$ cat config.mk
export PLATFORM = sky130hd
export DESIGN_NAME = stopwatch_bcd
export DESIGN_NICKNAME = d
export VERILOG_FILES = /design/src/rtl/stopwatch_pkg.sv /design/src/rtl/bcd_digit.sv /design/src/rtl/stopwatch_bcd.sv
export SDC_FILE = /design/constraint.sdc
export NUM_CORES = 1
export LEC_CHECK = 0
export ABC_AREA = 1
export BUFFER_PORTS_ARGS = -buffer_cell sky130_fd_sc_hd__buf_2
export CAP_MARGIN = 20
export CORE_UTILIZATION = 35
export DETAILED_ROUTE_END_ITERATION = 12
export GPL_ROUTABILITY_DRIVEN = 0
export PLACE_DENSITY_LB_ADDON = 0.1
export SLEW_MARGIN = 20
export SYNTH_ARGS = -nofsm -noshare
export SYNTH_HDL_FRONTEND = slang
export SYNTH_SLANG_ARGS = --single-unit
$ cat constraint.sdc
create_clock -name clock -period 1.9 [get_ports clock]
set_input_delay 0.095 -clock clock [delete_from_list [all_inputs] [get_ports clock]]
set_output_delay 0.095 -clock clock [all_outputs]
set_load 0.02 [all_outputs]
$ cat src/rtl/stopwatch_pkg.sv
// Shared types and constants for the BCD stopwatch: FSM encoding and digit limits.
package stopwatch_pkg;

  typedef enum logic [1:0] {
    IDLE = 2'd0,
    RUN  = 2'd1,
    LAP  = 2'd2,
    STOP = 2'd3
  } sw_state_t;

  localparam logic [3:0] DIG_MAX_UNITS    = 4'd9;
  localparam logic [3:0] DIG_MAX_TENS_SEC = 4'd5;

  // Prescaler and count advance only while the watch is running (display frozen or not).
  function automatic logic is_counting(input sw_state_t s);
    return (s == RUN) || (s == LAP);
  endfunction

endpackage

$ cat src/rtl/bcd_digit.sv
// One BCD counter digit that rolls over at MAX and raises carry on the rollover increment.
module bcd_digit
  import stopwatch_pkg::*;
#(
  parameter logic [3:0] MAX = DIG_MAX_UNITS
) (
  input  logic       clock,
  input  logic       reset,
  input  logic       clr,
  input  logic       inc,
  output logic [3:0] q,
  output logic       carry
);

  logic at_max;

  assign at_max = (q == MAX);
  assign carry  = inc & at_max;

  always_ff @(posedge clock) begin
    if (reset || clr) begin
      q <= '0;
    end else if (inc) begin
      q <= at_max ? '0 : q + 4'd1;
    end
  end

endmodule

$ cat src/rtl/stopwatch_bcd.sv
// SS.hh stopwatch: button edge detect, hundredths prescaler, run/lap/stop FSM,
// four chained BCD digits and a lap snapshot feeding the seven-segment decoders.
module stopwatch_bcd
  import stopwatch_pkg::*;
#(
  parameter int unsigned TICK_DIV = 500000
) (
  input  logic       clock,
  input  logic       reset,
  input  logic       btn_start,
  input  logic       btn_lap,
  input  logic       clear,
  output logic [3:0] digit0,
  output logic [3:0] digit1,
  output logic [3:0] digit2,
  output logic [3:0] digit3,
  output logic       running,
  output logic       lap_active,
  output logic       wrap
);

  localparam int unsigned     PRE_W    = $clog2(TICK_DIV);
  localparam logic [PRE_W-1:0] PRE_LAST = PRE_W'(TICK_DIV - 1);

  sw_state_t        state;
  logic             start_q;
  logic             lap_q;
  logic             start_e;
  logic             lap_e;
  logic [PRE_W-1:0] pre;
  logic             tick;
  logic             count_clr;

  logic [3:0] live0, live1, live2, live3;
  logic [3:0] snap0, snap1, snap2, snap3;
  logic       carry0, carry1, carry2, carry3;

  assign start_e = btn_start & ~start_q;
  assign lap_e   = btn_lap & ~lap_q;
  assign tick    = is_counting(state) && (pre == PRE_LAST);

  // A lap press while stopped discards the count; a simultaneous start press takes precedence.
  assign count_clr = clear | ((state == STOP) & lap_e & ~start_e);

  // Edge history resets high so a button held through reset does not fire.
  always_ff @(posedge clock) begin
    if (reset) begin
      start_q <= 1'b1;
      lap_q   <= 1'b1;
      pre     <= '0;
    end else begin
      start_q <= btn_start;
      lap_q   <= btn_lap;
      if (count_clr || state == IDLE) begin
        pre <= '0;
      end else if (is_counting(state)) begin
        pre <= tick ? '0 : pre + 1'b1;
      end
    end
  end

  bcd_digit #(.MAX(DIG_MAX_UNITS)) u_digit0 (
    .clock (clock),
    .reset (reset),
    .clr   (count_clr),
    .inc   (tick),
    .q     (live0),
    .carry (carry0)
  );

  bcd_digit #(.MAX(DIG_MAX_UNITS)) u_digit1 (
    .clock (clock),
    .reset (reset),
    .clr   (count_clr),
    .inc   (carry0),
    .q     (live1),
    .carry (carry1)
  );

  bcd_digit #(.MAX(DIG_MAX_UNITS)) u_digit2 (
    .clock (clock),
    .reset (reset),
    .clr   (count_clr),
    .inc   (carry1),
    .q     (live2),
    .carry (carry2)
  );

  bcd_digit #(.MAX(DIG_MAX_TENS_SEC)) u_digit3 (
    .clock (clock),
    .reset (reset),
    .clr   (count_clr),
    .inc   (carry2),
    .q     (live3),
    .carry (carry3)
  );

  always_ff @(posedge clock) begin
    if (reset || clear) begin
      wrap <= 1'b0;
    end else begin
      wrap <= carry3;
    end
  end

  // Snapshot captures the count as it stood before this edge's increment.
  always_ff @(posedge clock) begin
    if (reset || clear) begin
      state      <= IDLE;
      running    <= 1'b0;
      lap_active <= 1'b0;
      snap0      <= '0;
      snap1      <= '0;
      snap2      <= '0;
      snap3      <= '0;
    end else begin
      case (state)
        IDLE: begin
          if (start_e) begin
            state   <= RUN;
            running <= 1'b1;
          end
        end
        RUN: begin
          if (start_e) begin
            state   <= STOP;
            running <= 1'b0;
          end else if (lap_e) begin
            state      <= LAP;
            lap_active <= 1'b1;
            snap0      <= live0;
            snap1      <= live1;
            snap2      <= live2;
            snap3      <= live3;
          end
        end
        LAP: begin
          if (start_e) begin
            state      <= STOP;
            running    <= 1'b0;
            lap_active <= 1'b0;
          end else if (lap_e) begin
            state      <= RUN;
            lap_active <= 1'b0;
          end
        end
        STOP: begin
          if (start_e) begin
            state   <= RUN;
            running <= 1'b1;
          end else if (lap_e) begin
            state <= IDLE;
          end
        end
        default: begin
          state      <= IDLE;
          running    <= 1'b0;
          lap_active <= 1'b0;
        end
      endcase
    end
  end

  assign digit0 = lap_active ? snap0 : live0;
  assign digit1 = lap_active ? snap1 : live1;
  assign digit2 = lap_active ? snap2 : live2;
  assign digit3 = lap_active ? snap3 : live3;

endmodule

After elaboration in Yosys (flattened, before gate mapping) --
Index checks and enable logic that the tools add are counted.
Cells by class: add/subtract/negate cells 5, equality and inequality tests 16, multiplexer cells 25, bitwise gates (word level) 12, reductions and logical operators 14
Operator list (count):
- two-way mux 4 bit | 8
- adder 19 x 1 -> 19 bit, second input constant | 1
- equality test 19 bit, second input constant | 1
- two-way mux 19 bit | 1
- adder 4 x 1 -> 4 bit, second input constant | 4
- two-way mux 2 bit | 7
- equality test 4 bit, second input constant | 3
- inequality test 3 bit, second input constant | 3
- AND 1 bit | 8
- case mux 2 bit (4 select lines) | 1
- AND reduction 4 bit | 2
- two-way mux 1 bit | 6
- inequality test 2 bit, second input constant | 3
- OR reduction 2 bit | 3
- equality test 2 bit, second input constant | 2
- equality test 4 x 3 -> 1 bit, second input constant | 1
- logical OR 1 bit | 4
- inequality test 2 x 1 -> 1 bit, second input constant | 2
- case mux 1 bit (2 select lines) | 2
- inverter 1 bit | 3
- AND reduction 3 bit | 1
- equality test 2 x 1 -> 1 bit, second input constant | 1
- logical NOT 2 bit | 1
- AND reduction 2 bit | 1
- other kinds (3) | 3
Storage, ports and cells: flip-flop bits (word level) 58, input port bits 5, output and inout port bits 19, word-level logic and storage cells 87

Longest topological paths before layout --
word-level depth 7, gate-level depth with buffers 12

Hierarchy --
From an unflattened synthesis, not the netlist that was laid out.
Unflattened totals: cell total of the unflattened synthesis 440, area total of the unflattened synthesis 2999.1 µm²
By module, submodules not included:
- stopwatch_bcd | instances 1, cells an instance 323, area an instance 2225.9 µm²
- bcd_digit (u_digit0 ...) | instances 3, cells an instance 29, area an instance 195.2 µm²
- bcd_digit (u_digit3) | instances 1, cells an instance 30, area an instance 187.7 µm²

Least setup slack after synthesis --
Ideal clock, no wire load.
path type register to register, from register state[0], to register u_digit2.q[3], library setup time 0.113 ns, arrival 1.604 ns, required time 1.787 ns, slack 0.183 ns, stages on the path, launching flop included 12, path buffers 0, clock period less this slack 1.717 ns, cells stage by stage dfxtp_1 inv_1 ha_1 nand2_1 clkinv_1 nand2_2 nor2_4 nand3_4 nor2_8 nand2_1 o21ai_1 nor2_1
Between the ends: longest elaborated chain between the ends 5, elaborated cells on any way between the ends 11, those cells by class 3 x eq/ne; 5 x bitwise; 3 x reduce/logical
Ends and longest elaborated chain:
- start, declared | RTL line stopwatch_bcd.sv:25 | sw_state_t state;
- start signal, assigned | RTL line stopwatch_bcd.sv:109 | state <= IDLE;
- start signal, assigned | RTL line stopwatch_bcd.sv:120 | state <= RUN;
- start signal, assigned | RTL line stopwatch_bcd.sv:126 | state <= STOP;
- equality test 2 bit, or another cell as far along | RTL line stopwatch_bcd.sv:43 | assign count_clr = clear | ((state == STOP) & lap_e & ~start_e);
- AND 1 bit / logical OR 1 bit (equally long branches) | RTL line stopwatch_bcd.sv:43, stopwatch_pkg.sv:16
- AND 1 bit / logical AND 1 bit (equally long branches) | RTL line stopwatch_bcd.sv:43, stopwatch_bcd.sv:40
- bitwise OR 1 bit / AND 1 bit (equally long branches) | RTL line stopwatch_bcd.sv:43, bcd_digit.sv:18
- logical OR 1 bit / AND 1 bit (equally long branches) | RTL line bcd_digit.sv:21, bcd_digit.sv:18
- end signal, assigned | RTL line bcd_digit.sv:24 | q <= at_max ? '0 : q + 4'd1;
- end, declared | RTL line bcd_digit.sv:11 | output logic [3:0] q,
Parallel ways exist; a longest one is shown, timed or not. A chain may end at the register's enable or synchronous reset.

Worst setup path in the final report --
from register state[1], to register u_digit2.q[3]
Same word-level chain as after synthesis.

==> results.rst <==
.. list-table::
   :header-rows: 1

   * - Metric
     - Value
   * - Power per cell area
     - 705.4 nW/um^2
   * - Number of global-route vias before repair
     - 2,442
   * - Vertical die dimension
     - 92.80 um
   * - Delay-heaviest family, CP
     - simple AND/OR/NAND/NOR gates
   * - Element type at the critical path start
     - flip-flop
   * - Dominant cells by area after synthesis
     - dfxtp_1 40%, nand2_1 12%, a21oi_1 6.8%
   * - Clock transition time at the flip-flop clock pins of the worst setup and hold paths
     - 0.07 ns
   * - Average footprint of a synthesized cell
     - 7.003 um^2
   * - Buffers from clock root to sink, at most
     - 2
   * - Initial antenna violation count
     - 0
   * - Global-route wire length before repair
     - 11.23 mm
   * - Worst-path cell chain
     - inv_1 -> ha_4 -> nand2_1 -> clkinv_1 -> nand2_2 -> nor2_4 -> nand3_4 -> nor2_8 -> nand2_1 -> o21ai_1 -> nor2_1
   * - I/O pin count
     - 24
   * - Normalized max-slew margin
     - 0.6644
   * - Total of warnings raised by yosys
     - 0
   * - Slew at the pin with the worst max-slew slack
     - 0.4996 ns
   * - GRT Resource Usage Total
     - 0.1676
   * - Most frequent cell after synthesis
     - nand2_1
   * - Sequential cell area fraction in the yosys report
     - 0.4024
   * - Path type of the worst setup path
     - reg -> reg
   * - Number of enable flip-flop cells after synthesis
     - 0
   * - Fin. Hold Viols
     - 0
   * - Fill cell instance count of the final layout
     - 846
   * - Outcome
     - finished clean
   * - Number of H-tree branching levels
     - 3
   * - Buffer type at the clock tree root
     - clkbuf_8
   * - Synthesized area
     - 2885 um^2
   * - Detail Route Antenna Nets
     - 0
   * - WL final
     - 6.322 mm
   * - Worst Path Max Fanout
     - 8
   * - Hold slack
     - 0.1724 ns
   * - Full die area
     - 8611 um^2
   * - Synth top area share
     - 0.4024
   * - Final worst path period share
     - 0.8959
   * - Fmax
     - 587.5 MHz
   * - Crit path top cell by count
     - nand2_1
   * - # setup viols final
     - 0
   * - Slowest cell on crit path
     - dfxtp_2
   * - Post-CTS setup buffer count
     - 0
   * - Half-perimeter wire length of the detailed placement result
     - 4.629 mm
   * - Pin count of the biggest net entering global routing
     - 34
   * - Setup TNS
     - 0 ns
   * - IO buf count
     - 23
   * - Ant. Diodes
     - 0
   * - Most instantiated flip-flop cell in the synthesis netlist
     - dfxtp_1
   * - Count of state elements after synthesis
     - 58
   * - Minimum clock period
     - 1.702 ns
   * - Cell depth of the worst min-delay path
     - 4
   * - Required time of the critical path
     - 2.14 ns
   * - Number of nets in the layout
     - 461
   * - Logic depth of the worst setup path including buffers
     - 11
   * - Detailed-route wire length per cell
     - 11.35 um
   * - Vias per Instance
     - 4.724
   * - Crit. End Element
     - flip-flop
   * - Mapped Nets
     - 422
   * - DRC viols
     - 0
   * - Detailed Routing Iterations Pass 1
     - 4
   * - Fraction of final layout cells sized beyond drive strength 1
     - 0.1736
   * - Area inside the core boundary
     - 7848 um^2
   * - Static power due to leakage
     - 1.334 nW
   * - Depth of the worst register-to-register path
     - 11
   * - Cell types with the highest counts after synthesis
     - 90 x nand2_1, 58 x dfxtp_1, 43 x inv_1, 41 x nor2_1
   * - Starting density of the core
     - 0.3677
   * - RSZ-0062 raised after global routing
     - false
   * - Final number of max-transition violations
     - 0
   * - Post-synthesis instance total
     - 412
   * - CTS tree
     - built
   * - Layout overhead on the synthesized area
     - 18.08%
   * - Clock latency on the worst-skew pair
     - 0.34 ns
   * - Row count
     - 32
   * - Maximum vdd ir drop
     - 403.9 uV
   * - Vias
     - 2,631
   * - CP arrival
     - 1.94 ns
   * - Worst setup skew after layout
     - 0.008123 ns
   * - Cell accounting for the most synthesized area
     - dfxtp_1
   * - Distinct cell type count after synthesis
     - 35
   * - Number of clock buffers inserted by TritonCTS
     - 9
   * - Largest incremental delay on the critical path
     - 0.35 ns
   * - Class of the most critical hold timing path
     - in -> reg
   * - Post-synthesis async set-or-reset flop share
     - 0
   * - Clock net sink count
     - 58
   * - DRC marker count from the first detailed-route iteration
     - 93
   * - Bufs and invs on worst path
     - 2
   * - Total of max-cap violations
     - 0
   * - Global route overflow
     - 0
   * - Width of the die
     - 92.80 um
tightest hold or removal path: stages:
cell and delay, ns:
buf_2 0.08, nor2_2 0.04, nand2_2 0.18, nor2_1 0.07
worst paths after layout:
| path | startpoint | endpoint | slack [ns] |
|---|---|---|---|
| max | state[1] | u_digit2.q[3] | 0.20 |
| min | clear | u_digit3.q[3] | 0.17 |
| max reg2reg | state[1] | u_digit2.q[3] | 0.20 |
| min reg2reg | lap_active | lap_active | 0.46 |
cells in the final DEF (no fill, tap or decap), drive strengths merged, types with 2 or more instances in the layout:
master | Yosys | layout
dfxtp | 58 | 58
or2 | 3 | 3
clkinv | 2 | 4
clkbuf | 3 | 12
xor2 | 2 | 2
buf | 5 | 32
o21a | 2 | 2
nand2 | 93 | 93
nand4 | 12 | 12
xnor2 | 2 | 2
ha | 5 | 5
dlygate4sd3 | 0 | 4
o211ai | 2 | 2
nor2 | 50 | 50
nor3 | 8 | 8
o21ai | 54 | 54
a21oi | 39 | 39
inv | 51 | 51
nand3 | 17 | 17
final cells by class:
cell class	instances	area, um^2	area share
well taps	102	127.6	0.03746
clock buffers	12	145.1	0.04260
clock inverters	3	40.04	0.01175
flip-flops and latches	58	1162	0.3412
repair buffers	36	222.7	0.06537
multi-input cells	293	1510	0.4433
inverters	53	198.9	0.05839
metrics by stage:
step                      instances  worst slack [ns]  instance area, um^2  power [mW]  utilization
after global routing            557           0.02487                 3407       2.504       0.4342
after floorplan                 412            0.1830                 2885       1.287            -
final                           557            0.1979                 3407       2.403       0.4342
after CTS                       557           0.06404                 3388       2.438       0.4318
after detailed placement        538           0.07544                 3163       1.308       0.4031
after global placement          538            0.1220                 3163       1.308       0.4031
state kept, by name, summed over array words and instances, names as in the netlist:
signal      flops
snap2           4
u_digit3.q      4
lap_q           1
running         1
snap1           4
u_digit0.q      4
snap0           4
u_digit1.q      4
start_q         1
u_digit2.q      4
lap_active      1
state           2
snap3           4
pre            19
wrap            1
report_power, final:
group	switching [mW]	internal, mW	total (mW)
Sequential	0.00143	1.22	1.22
Clock	0.484	0.631	1.11
Combinational	0.0407	0.0263	0.0670
Total	0.526	1.88	2.40
metal layers:
layer  wire, um  share of wire  vias to the layer above  track usage
met5          0              0                        -            0
met1       3012           0.48                     1170       0.1995
met2       3022           0.48                       29       0.2819
li1           -              -                     1426            -
met3        217          0.034                        6      0.06158
met4         70          0.011                        0      0.04615
timing repair:
action,CTS,global route
resized for setup,0,4
hold endpoints to repair,2,0
endpoints found under the setup margin,0,18
hold buffers,4,0
cell families (layout without fill, tap and decap cells):
logic type	after synthesis	after routing	synth area share
AO/OA/AOI/OAI	98	98	0.1739
XOR/XNOR	4	4	0.01214
adder cells (fa/ha/maj)	5	5	0.02168
buffers and inverters	61	104	0.08109
flip-flops	58	58	0.4024
AND/OR/NAND/NOR	186	186	0.3088
No activity file was read; power rests on OpenSTA's default activity.
